$ cat src/rtl/bitwise_unit_pipe.sv
// bitwise_unit_pipe: registered 8-op bitwise unit feeding a 2-entry output FIFO
// with valid/ready handshakes on both sides and a wrapping delivered-result counter.
module bitwise_unit_pipe #(
  parameter int unsigned WIDTH = 8,
  parameter int unsigned CNT_W = 16
) (
  input  logic             clk,
  input  logic             rst_n,
  input  logic             in_valid,
  output logic             in_ready,
  input  logic [2:0]       op,
  input  logic [WIDTH-1:0] a,
  input  logic [WIDTH-1:0] b,
  output logic             out_valid,
  input  logic             out_ready,
  output logic [WIDTH-1:0] out,
  output logic             zero,
  output logic [CNT_W-1:0] xfer_cnt
);

  typedef enum logic [2:0] {
    OP_NOT  = 3'b000,
    OP_AND  = 3'b001,
    OP_OR   = 3'b010,
    OP_XOR  = 3'b011,
    OP_NAND = 3'b100,
    OP_NOR  = 3'b101,
    OP_XNOR = 3'b110,
    OP_PASS = 3'b111
  } op_e;

  logic [WIDTH-1:0] r_head;
  logic [WIDTH-1:0] r_tail;
  logic [1:0]       r_occ;
  logic             r_in_ready;
  logic             r_out_valid;
  logic             r_zero;
  logic [CNT_W-1:0] r_cnt;

  logic [WIDTH-1:0] w_res;
  logic             w_acc;
  logic             w_pop;
  logic [1:0]       w_occ_nxt;
  logic [WIDTH-1:0] w_head_nxt;
  logic [WIDTH-1:0] w_tail_nxt;

  assign in_ready  = r_in_ready;
  assign out_valid = r_out_valid;
  assign out       = r_head;
  assign zero      = r_zero;
  assign xfer_cnt  = r_cnt;

  assign w_acc = in_valid & r_in_ready;
  assign w_pop = r_out_valid & out_ready;

  // Bitwise operation selected by op
  always_comb begin
    w_res = '0;
    case (op_e'(op))
      OP_NOT:  w_res = ~a;
      OP_AND:  w_res = a & b;
      OP_OR:   w_res = a | b;
      OP_XOR:  w_res = a ^ b;
      OP_NAND: w_res = ~(a & b);
      OP_NOR:  w_res = ~(a | b);
      OP_XNOR: w_res = ~(a ^ b);
      OP_PASS: w_res = a;
      default: w_res = '0;
    endcase
  end

  // Next FIFO state; head is the output register, so a pop leaving the FIFO
  // empty keeps the last head value visible
  always_comb begin
    w_occ_nxt  = r_occ;
    w_head_nxt = r_head;
    w_tail_nxt = r_tail;
    case ({w_acc, w_pop})
      2'b10: begin
        if (r_occ == 2'd0) w_head_nxt = w_res;
        else               w_tail_nxt = w_res;
        w_occ_nxt = r_occ + 2'd1;
      end
      2'b01: begin
        if (r_occ == 2'd2) w_head_nxt = r_tail;
        w_occ_nxt = r_occ - 2'd1;
      end
      2'b11: begin
        // accept requires occ<2 and pop requires occ>0, so occ is 1 here
        w_head_nxt = w_res;
      end
      default: ;
    endcase
  end

  // FIFO storage, registered handshake flags, zero flag and delivery counter
  always_ff @(posedge clk) begin
    if (!rst_n) begin
      r_head      <= '0;
      r_tail      <= '0;
      r_occ       <= 2'd0;
      r_in_ready  <= 1'b1;
      r_out_valid <= 1'b0;
      r_zero      <= 1'b0;
      r_cnt       <= '0;
    end else begin
      r_head      <= w_head_nxt;
      r_tail      <= w_tail_nxt;
      r_occ       <= w_occ_nxt;
      r_in_ready  <= (w_occ_nxt != 2'd2);
      r_out_valid <= (w_occ_nxt != 2'd0);
      r_zero      <= (w_occ_nxt != 2'd0) && (w_head_nxt == '0);
      r_cnt       <= r_cnt + CNT_W'(w_pop);
    end
  end

endmodule

$ cat config.mk
export PLATFORM = sky130hd
export DESIGN_NAME = bitwise_unit_pipe
export DESIGN_NICKNAME = d
export VERILOG_FILES = /design/src/rtl/bitwise_unit_pipe.sv
export SDC_FILE = /design/constraint.sdc
export NUM_CORES = 1
export LEC_CHECK = 0
export CAP_MARGIN = 15
export CORE_ASPECT_RATIO = 1.2
export CORE_UTILIZATION = 35
export DETAILED_ROUTE_END_ITERATION = 10
export PLACE_DENSITY_LB_ADDON = 0.3
export SLEW_MARGIN = 20
export SYNTH_ARGS = -nofsm -noshare
export SYNTH_HDL_FRONTEND = slang
export SYNTH_SLANG_ARGS = --single-unit
$ cat constraint.sdc
create_clock -name clk -period 4.57 [get_ports clk]
set_clock_uncertainty 0.15 [all_clocks]
set_input_delay 1.1425 -clock clk [delete_from_list [all_inputs] [get_ports clk]]
set_output_delay 1.1425 -clock clk [all_outputs]
set_load 0.01 [all_outputs]
## Word level (Yosys, flattened, before mapping)

Index checks and enable logic that the tools add are counted.

| storage, ports and cells | value |
|---|---|
| output and inout bits | 27 |
| bits in registers | 37 |
| word-level logic and storage cells | 43 |

| cells by class | value |
|---|---|
| bitwise operators | 10 |
| add/subtract/negate cells | 3 |
| reduce and logical (&&, ||, !) cells | 6 |
| muxes and demuxes | 5 |
| equal/unequal tests | 12 |

Operators by type and width:

| operator | number |
|---|---|
| $pmux 8 s8 | 1 |
| $not 8->8 | 4 |
| $pmux 8 s3 | 1 |
| $add 16x1->16 | 1 |
| $mux 8 | 2 |
| $eq 3x3->1 const B | 4 |
| $and 8x8->8 | 1 |
| $logic_not 8->1 | 1 |
| $or 8x8->8 | 1 |
| $xor 8x8->8 | 1 |
| $eq 2x2->1 const B | 3 |
| $eq 3x2->1 const B | 2 |
| $pmux 2 s2 | 1 |
| $eq 3x1->1 const B | 1 |
| $logic_not 3->1 | 1 |
| $add 2x1->2 const B | 1 |
| $and 1x1->1 | 2 |
| $eq 2x1->1 const B | 1 |
| $logic_not 2->1 | 1 |
| $ne 2x2->1 const B | 1 |
| $reduce_and 2->1 | 1 |
| $reduce_bool 2->1 | 1 |
| $sub 2x1->2 const B | 1 |
| $logic_and 1x1->1 | 1 |
| $not 1->1 | 1 |

## Depth between registers and ports, before layout

Gate-level depths: netlist (run 1).

| logic depth | value |
|---|---|
| word-level depth | 7 |
| depth in mapped cells | 9 |

## Worst setup path after synthesis (run 1)

No wires, ideal clock.

| path | value |
|---|---|
| path kind | input port to flip-flop |
| start point | in a[3] |
| end point | reg r_zero (netlist: zero) |
| arrival time | 2.716 ns |
| setup time | 0.087 ns |
| path slack | 1.617 ns |
| stages | 8 |
| path through | inv_1 ha_1 nor2b_1 a21oi_1 mux4_2 a222oi_1 nand4_1 nor4b_2 |

| on the way | value |
|---|---|
| cells in the longest elaborated chain, start to end | 7 |
| elaborated cells on any way between the ends | 12 |
| those cells by class | 3 x mux; 7 x bitwise; 2 x reduce/logical |

RTL lines:

| item | line | source |
|---|---|---|
| start, declared | 12 | `input logic [WIDTH-1:0] a,` |
| $xor 8x8->8, or another cell as far along | 63, 66 |  |
| $not 8->8, on equally long branches | 66, 64, 65 |  |
| $pmux 8 s8 * | 59 | `case (op_e'(op))` |
| $mux 8 | 80 | `if (r_occ == 2'd0) w_head_nxt = w_res;` |
| $pmux 8 s3 * | 78 | `case ({w_acc, w_pop})` |
| $logic_not 8->1 * | 112 | `r_zero <= (w_occ_nxt != 2'd0) && (w_head_nxt == '0);` |
| $logic_and 1x1->1 * | 112 |  |
| end signal, assigned | 112 |  |
| end, declared | 37 | `logic r_zero;` |

Every way passes the cells marked *; elsewhere a longest branch is shown, timed or not.
A chain may end at the register's enable or synchronous reset.

## Worst setup path in the final report (run 1)

| path | value |
|---|---|
| start point | in op[2] |
| end point | reg r_zero (netlist: zero) |

| on the way | value |
|---|---|
| cells in the longest elaborated chain, start to end | 6 |
| elaborated cells on any way between the ends | 13 |
| those cells by class | 7 x eq/ne; 3 x mux; 3 x reduce/logical |

RTL lines:

| item | line | source |
|---|---|---|
| start, declared | 11 | `input logic [2:0] op,` |
| $eq 3x3->1, or another cell as far along | 59 |  |
| $pmux 8 s8 * | 59 |  |
| $mux 8 | 80 |  |
| $pmux 8 s3 * | 78 |  |
| $logic_not 8->1 * | 112 |  |
| $logic_and 1x1->1 * | 112 |  |

Marked as above.

==> results of run 1 <==
-- layout make-up --
class                      instances  area (µm²)
fill                             700        3730
multi-input combinational        226        1550
sequential                        37         741
timing repair buffer              53         520
tap                               87         109
inverter                          24        90.1
clock buffer                       5        68.8
clock inverter                     1        5.00
-- worst max-delay path, cell delays in order --
cell             delay (ps)
clkdlybuf4s50_1         990
inv_1                   260
mux4_2                  360
a222oi_1                310
nand4_1                 160
nor4b_2                 270
-- kinds of logic after synthesis --
group / count (synthesis) / share of synthesized area
AO/OA/AOI/OAI: 77 / 0.208
XOR/XNOR: 17 / 0.0608
adder cells (fa/ha/maj): 22 / 0.112
buffers and inverters: 40 / 0.0649
flip-flops: 37 / 0.302
multiplexers: 7 / 0.0465
AND/OR/NAND/NOR: 103 / 0.205
-- power by group through the flow --
| stage | registers (µW) | clock network, µW | logic (µW) |
|---|---|---|---|
| finish | 423 | 204 | 387 |
| global route | 431 | 225 | 429 |
| CTS | 422 | 210 | 388 |
| detailed placement | 429 | 0 | 387 |
| global placement | 428 | 0 | 380 |
| floorplan | 418 | 0 | 264 |
-- flip-flops by register name (all words and copies together) (netlist names) --
signal / count
r_occ: 2
r_tail: 8
out_valid: 1
in_ready: 1
xfer_cnt: 16
zero: 1
out: 8
-- cell usage in the layout, fill, tap and decap left out, types with 7 or more instances in the layout --
master,count
xor2_1,11
o21ai_0,7
nor2_1,36
inv_1,24
clkdlybuf4s50_1,49
dfxtp_1,37
nand2_1,24
a31oi_1,7
nand3_1,12
ha_1,22
a21oi_1,19
-- path summary, 6_finish.rpt --
| check | end | slack, ps | cells after the start |
|---|---|---|---|
| max | zero | 1110 | 6 |
| max reg2reg | zero | 2330 | 8 |
| min | r_tail[6] | 310 | 2 |
| min reg2reg | r_tail[6] | 310 | 2 |
-- layer usage --
layer / part of all wire / vias to the layer above / track usage
met3: 0.035 / 5 / 0.0282
li1: - / 1151 / -
met5: 0 / - / 0
met1: 0.48 / 1036 / 0.191
met2: 0.47 / 52 / 0.268
met4: 0.015 / 0 / 0.0509
-- stage by stage --
step                      std cells  hold slack, ps  utilization
after floorplan                 303             286            -
after global placement          427             293        0.442
after detailed placement        427             301        0.442
after CTS                       433             310        0.453
after global routing            433             322        0.453
final                           433             309        0.453
==> summary.txt, run 1 <==
Placed design
  – Cell area after placement: 3010 µm²
  – Gpl congestion: 0.799
  – I/O Buffers: 49
  – Pre-CTS WS: 827 ps
  – DP Wirelength: 3900 µm

Synth
  – Count of cell types in the netlist: 46
  – Sequential share of the synthesized area: 0.302
  – Mean Syn Cell Area: 8.09 µm²
  – Most frequent cell after synthesis: dfxtp_1
  – Post-synth ARST share: 0
  – Syn_nets: 348
  – Ys Warns: 0
  – Synth area leader: dfxtp_1
  – Post-synth EDFFs: 0
  – Flop and latch count out of synthesis: 37
  – Top_reg_cell synth: dfxtp_1
  – Top cell type's share of synthesized area: 0.302
  – Area contributors post-synth: dfxtp_1 30%, ha_1 11%, nor2_1 5.5%
  – Post-Syn Instances: 303
  – Post-Syn Area: 2450 µm²
  – Most instantiated cells after synthesis: 37 x dfxtp_1, 36 x nor2_1, 24 x inv_1, 24 x nand2_1, 22 x ha_1

Timing
  – Max-slew violations: 0
  – Max Fclk: 289 MHz
  – Slew margin rel.: 0.465
  – Final setup TNS: 0 ps
  – Post-route setup slack: 1110 ps
  – Final period utilization: 0.757
  – RSZ-0062 raised after global routing: false
  – Tmin final: 3460 ps
  – Finish-stage setup viols: 0
  – Worst-Margin Slew: 801 ps
  – Final hold violations: 0

Critical path
  – Critical Path RT: 4610 ps
  – R2R Path Start: out_valid
  – Setup crit start: op[2]
  – Worst-path fanout max: 26
  – Critical Path End Type: flop
  – Critical setup path kind: in2reg
  – CP Launch Type: input port
  – CP arrival: 3500 ps

Final layout
  – Area delta synth->final: 25.9%
  – Post-route cell area: 3080 µm²
  – Antenna cells: 0
  – Layout cells sized above 1: 0.0491
  – NumNets Final: 392

GRT
  – First-pass GRT wire length: 9250 µm
  – Pin count of the biggest net entering global routing: 39
  – GRT Overall Usage: 0.154
  – Antenna violations before repair: 0
  – Grt total ovfl: 0
  – Vias in the first global route: 2076

Pwr
  – Tot Pwr: 1010 µW
  – Switch Pwr: 352 µW
  – Pwr dens: 329 nW/µm²
  – Flop pwr share: 0.417
  – Peak supply drop: 0.000152 V
  – Leakage power total: 0.00124 µW
  – Int Power: 662 µW
  – Sw Share: 0.347
  – Combinational Power Share: 0.381
  – Clock power frac: 0.202

Die
  – Die Height: 93.7 µm
  – Die Area: 7340 µm²
  – I/O pin count: 50
  – Core area: 6810 µm²
  – FP Rows: 33
  – Starting Density: 0.360
  – DIE WIDTH: 78.4 µm

Detailed routing
  – WL final: 5210 µm
  – Number of routed nets with antenna violations: 0
  – WL/cell: 12.0 µm
  – DRC Markers: 0
  – First-pass DRT Iterations: 4
  – DR vias/cell: 5.18
  – Drt first-iter violations: 81
  – Routed vias: 2244

Clock network
  – Hold buffers post-CTS: 0
  – Clock sinks: 37
  – Root Driver: clkbuf_8
  – CTS H-tree lvls: 2
  – Maximum root-to-sink buffer count: 2
  – # resized after CTS: 0
  – Clock latency at the later pin of the worst-skew pair: 280 ps
  – Setup bufs post-CTS: 0
  – CTS Buf Count: 5
  – Clock-pin slew on the worst setup and hold paths: 70 ps
  – CTS tree: yes

Run
  – Max Cap Viol: 0

Hold path
  – Worst Hold Class: reg2reg
  – Hold Startpoint: r_tail[6]

Run status
  – Status: finished, final reports clean
Note: power is estimated with default switching activity, not from simulation.
==> run 2, diff against run 1 <==
==> constraint.sdc (replaced) <==
create_clock -name clk -period 3.2 [get_ports clk]
set_clock_uncertainty 0.15 [all_clocks]
set_input_delay 0.8 -clock clk [delete_from_list [all_inputs] [get_ports clk]]
set_output_delay 0.8 -clock clk [all_outputs]
set_load 0.01 [all_outputs]
==> summary.txt, run 2 (same netlist as run 1, synthesis figures left out) <==
Critical path
  – Reg2reg path depth: 8
  – Worst path slowest cell: clkdlybuf4s50_1
  – Critical Path End Type: flop
  – Critical R2R Capture: zero
  – Setup slack, reg-to-reg: 950 ps
  – Critical setup path kind: in2reg
  – CP Launch Type: input port
  – CP arrival: 3070 ps
  – Critical Path RT: 3240 ps
  – Worst-path fanout max: 3
  – R2R Path Start: out_valid
  – CP max stage delay: 500 ps
  – Cells along the critical path: clkdlybuf4s50_1 -> inv_1 -> ha_1 -> nor2b_1 -> a21oi_1 -> mux4_2 -> a222oi_1 -> nand4_1 -> nor4b_2

Final layout
  – NumNets Final: 404
  – Post-Layout Cell Count: 447
  – Max FFs per register: 16
  – Area delta synth->final: 31.2%
  – Most common cell after layout, fill and taps aside: clkdlybuf4s50_1
  – FILL cells: 688
  – Most frequent cells in the layout: 49 x clkdlybuf4s50_1, 37 x dfxtp_1, 36 x nor2_1, 24 x inv_1, 24 x nand2_1
  – Antenna cells: 0
  – Final Util: 0.472
  – Post-route cell area: 3210 µm²
  – Layout cells sized above 1: 0.0861

Clock network
  – # resized after CTS: 0
  – Maximum root-to-sink buffer count: 2
  – CTS H-tree lvls: 2
  – Setup bufs post-CTS: 0
  – Hold buffers post-CTS: 0
  – CTS tree: yes
  – Clock latency at the later pin of the worst-skew pair: 280 ps
  – Clock-pin slew on the worst setup and hold paths: 70 ps
  – Root Driver: clkbuf_8
  – CTS Buf Count: 5
  – Clock sinks: 37

Die
  – Die Height: 93.7 µm
  – Die Area: 7340 µm²
  – Core area: 6810 µm²
  – FP Rows: 33
  – DIE WIDTH: 78.4 µm
  – Starting Density: 0.360
  – I/O pin count: 50

Timing
  – Final period utilization: 0.947
  – Worst-Margin Slew: 671 ps
  – Tmin final: 3030 ps
  – Final hold violations: 0
  – Slew margin rel.: 0.553
  – RSZ-0062 raised after global routing: false
  – Max-slew violations: 0
  – Finish-stage setup viols: 0
  – Max Fclk: 330 MHz

GRT
  – Vias in the first global route: 2029
  – Grt total ovfl: 0
  – GRT Overall Usage: 0.156
  – First-pass GRT wire length: 9170 µm
  – Antenna violations before repair: 0
  – Pin count of the biggest net entering global routing: 31

Detailed routing
  – Drt first-iter violations: 65
  – DRC Markers: 0
  – WL/cell: 12.0 µm
  – First-pass DRT Iterations: 4
  – DR vias/cell: 5.08
  – Routed vias: 2271
  – Number of routed nets with antenna violations: 0
  – WL final: 5350 µm

Placed design
  – Placed insts: 439
  – I/O Buffers: 49
  – DP Wirelength: 4080 µm
  – Gpl congestion: 0.788
  – Cell area after placement: 3110 µm²

Pwr
  – Tot Pwr: 1550 µW
  – Peak supply drop: 0.000266 V
  – Leakage power total: 0.00132 µW
  – Pwr dens: 481 nW/µm²

Hold path
  – Worst Hold Class: reg2reg
  – Worst Hold Path EP: r_tail[6]
  – Hold Startpoint: r_tail[6]
  – Worst hold stages: 2

Run
  – Max Cap Viol: 0

Run status
  – Status: finished, final reports clean
[run 2: worst max-delay path, delay by kind of cell]
family | cells | cell delay, ps
buffers and inverters | 2 | 560
and+or+nand+nor | 3 | 540
muxes | 1 | 480
AOI/OAI and AO/OA | 2 | 380
adders and majority gates | 1 | 300
[run 2: worst max-delay path by stage]
| stage | from | endpoint | slack, ps | depth (start not counted) |
|---|---|---|---|---|
| after floorplan | a[3] | zero | 590 | 8 |
| after global routing | a[3] | zero | 50 | 9 |
| after detailed placement | a[3] | zero | -120 | 9 |
| final | a[3] | zero | 170 | 9 |
| after global placement | a[3] | zero | -10 | 9 |
| after CTS | a[3] | zero | 180 | 9 |
[run 2: final cells by class]
cell class | instances | area [µm²] | share of cell area
flip-flops and latches | 37 | 741 | 0.230
well taps | 87 | 109 | 0.0339
multi-input cells | 226 | 1550 | 0.482
inverters | 24 | 90.1 | 0.0280
clock buffers | 7 | 96.3 | 0.0300
repair buffers | 65 | 623 | 0.194
clock inverters | 1 | 5.00 | 0.00156
[run 2: per-stage QoR]
| stage | setup TNS [ps] | hold slack [ps] | worst slack [ps] |
|---|---|---|---|
| after floorplan | 0 | 286 | 590 |
| after global placement | -14.9 | 295 | -14.9 |
| after detailed placement | -116 | 300 | -116 |
| after CTS | 0 | 309 | 184 |
| after global routing | 0 | 345 | 46.1 |
| final | 0 | 305 | 171 |
[run 2: metal layers]
| metal | up-vias | track usage | wire, µm |
|---|---|---|---|
| met5 | - | 0 | 0 |
| met4 | 0 | 0.0540 | 76 |
| met3 | 7 | 0.0252 | 163 |
| met2 | 57 | 0.262 | 2530 |
| met1 | 1029 | 0.200 | 2580 |
| li1 | 1178 | - | - |
[run 2: where the power goes]
group | switching [µW] | leakage [µW] | total [µW] | internal, µW
combinational | 293 | 0.000962 | 587 | 295
clock | 158 | 0.0000542 | 353 | 195
sequential | 69.3 | 0.000301 | 606 | 537
==> run 3, diff against run 2 <==
--- a/config.mk
+++ b/config.mk
@@ -10,6 +10,7 @@
 export CORE_UTILIZATION = 35
 export DETAILED_ROUTE_END_ITERATION = 10
 export PLACE_DENSITY_LB_ADDON = 0.3
+export RECOVER_POWER = 25
 export SLEW_MARGIN = 20
 export SYNTH_ARGS = -nofsm -noshare
 export SYNTH_HDL_FRONTEND = slang
==> summary.txt, run 3 (same netlist as run 1, synthesis figures left out) <==
Critical path
  – Critical Path RT: 3240 ps
  – Critical setup path kind: in2reg
  – Worst-path fanout max: 3
  – CP Launch Type: input port
  – Critical Path End Type: flop
  – Setup slack, reg-to-reg: 950 ps
  – CP arrival: 3070 ps
  – Reg2reg path depth: 8
  – R2R Path Start: out_valid
  – Critical R2R Capture: zero

Final layout
  – Post-Layout Cell Count: 447
  – Post-route cell area: 3210 µm²
  – Layout cells sized above 1: 0.0861
  – Most frequent cells in the layout: 37 x dfxtp_1, 37 x clkdlybuf4s50_1, 36 x nor2_1, 24 x inv_1, 24 x nand2_1
  – Antenna cells: 0
  – NumNets Final: 404
  – Area delta synth->final: 31.2%
  – FILL cells: 688
  – Max FFs per register: 16

Timing
  – RSZ-0062 raised after global routing: false
  – Tmin final: 3030 ps
  – Final period utilization: 0.946
  – Max-slew violations: 0
  – Max Fclk: 330 MHz
  – Slew margin rel.: 0.557
  – Final hold violations: 0
  – Finish-stage setup viols: 0
  – Worst-Margin Slew: 664 ps

Pwr
  – Leakage power total: 0.00134 µW
  – Peak supply drop: 0.000258 V
  – Pwr dens: 477 nW/µm²

Die
  – Core area: 6810 µm²
  – FP Rows: 33
  – Starting Density: 0.360
  – I/O pin count: 50
  – DIE WIDTH: 78.4 µm
  – Die Area: 7340 µm²
  – Die Height: 93.7 µm

Clock network
  – CTS Buf Count: 5
  – Setup bufs post-CTS: 0
  – Maximum root-to-sink buffer count: 2
  – Clock sinks: 37
  – Root Driver: clkbuf_8
  – CTS H-tree lvls: 2
  – CTS tree: yes
  – # resized after CTS: 0
  – Clock-pin slew on the worst setup and hold paths: 70 ps
  – Clock latency at the later pin of the worst-skew pair: 280 ps
  – Hold buffers post-CTS: 0

Placed design
  – DP Wirelength: 4080 µm
  – Gpl congestion: 0.788
  – I/O Buffers: 49
  – Placed insts: 439
  – Cell area after placement: 3110 µm²

Detailed routing
  – WL final: 5350 µm
  – Routed vias: 2274
  – Drt first-iter violations: 65
  – DR vias/cell: 5.09
  – DRC Markers: 0
  – Number of routed nets with antenna violations: 0
  – WL/cell: 12.0 µm
  – First-pass DRT Iterations: 4

Run
  – Max Cap Viol: 0

GRT
  – First-pass GRT wire length: 9170 µm
  – GRT Overall Usage: 0.156
  – Antenna violations before repair: 0
  – Grt total ovfl: 0
  – Vias in the first global route: 2029
  – Pin count of the biggest net entering global routing: 31

Hold path
  – Worst Hold Class: reg2reg
  – Hold Startpoint: r_tail[6]
  – Worst Hold Path EP: r_tail[6]
  – Worst hold stages: 2

Run status
  – Status: finished, final reports clean
[run 3: cell type report]
| type | count | area (µm²) | share of cell area |
|---|---|---|---|
| inverters | 24 | 90.1 | 0.0280 |
| well taps | 87 | 109 | 0.0339 |
| clock inverters | 1 | 5.00 | 0.00156 |
| repair buffers | 65 | 623 | 0.194 |
| clock buffers | 7 | 96.3 | 0.0300 |
| flip-flops and latches | 37 | 741 | 0.230 |
| multi-input cells | 226 | 1550 | 0.482 |
[run 3: per-layer routing]
metal	part of all wire	track usage	vias to the layer above
met2	0.48	0.262	59
met3	0.032	0.0252	5
met5	0	0	-
met1	0.48	0.200	1030
li1	-	-	1180
met4	0.012	0.0540	0
[run 3: report_power, final]
group / switching [µW] / internal, µW / total, µW / leakage (µW)
clock network: 158 / 195 / 353 / 0.0000542
registers: 68.1 / 537 / 605 / 0.000301
logic: 292 / 284 / 576 / 0.000988
[run 3: worst max-delay path by stage]
stage / startpoint / end / slack (ps) / depth (start not counted)
after floorplan: a[3] / zero / 590 / 8
after global placement: a[3] / zero / -10 / 9
after detailed placement: a[3] / zero / -120 / 9
after CTS: a[3] / zero / 180 / 9
after global routing: a[3] / zero / 50 / 9
final: a[3] / zero / 170 / 9
[run 3: stage by stage]
| stage | worst slack [ps] | utilization | TNS [ps] | power, µW | hold slack [ps] |
|---|---|---|---|---|---|
| after floorplan | 590 | - | 0 | 974 | 286 |
| after global placement | -14.9 | 0.457 | -14.9 | 1190 | 295 |
| after detailed placement | -116 | 0.457 | -116 | 1200 | 300 |
| after CTS | 184 | 0.472 | 0 | 1560 | 309 |
| after global routing | 46.1 | 0.472 | 0 | 1640 | 345 |
| final | 171 | 0.472 | 0 | 1530 | 306 |
[run 3: worst max-delay path: stages]
cell             delay [ps]
clkdlybuf4s50_1         500
inv_1                    60
ha_1                    300
nor2b_1                 110
a21oi_1                  40
mux4_2                  480
a222oi_1                340
nand4_1                 160
nor4b_2                 270
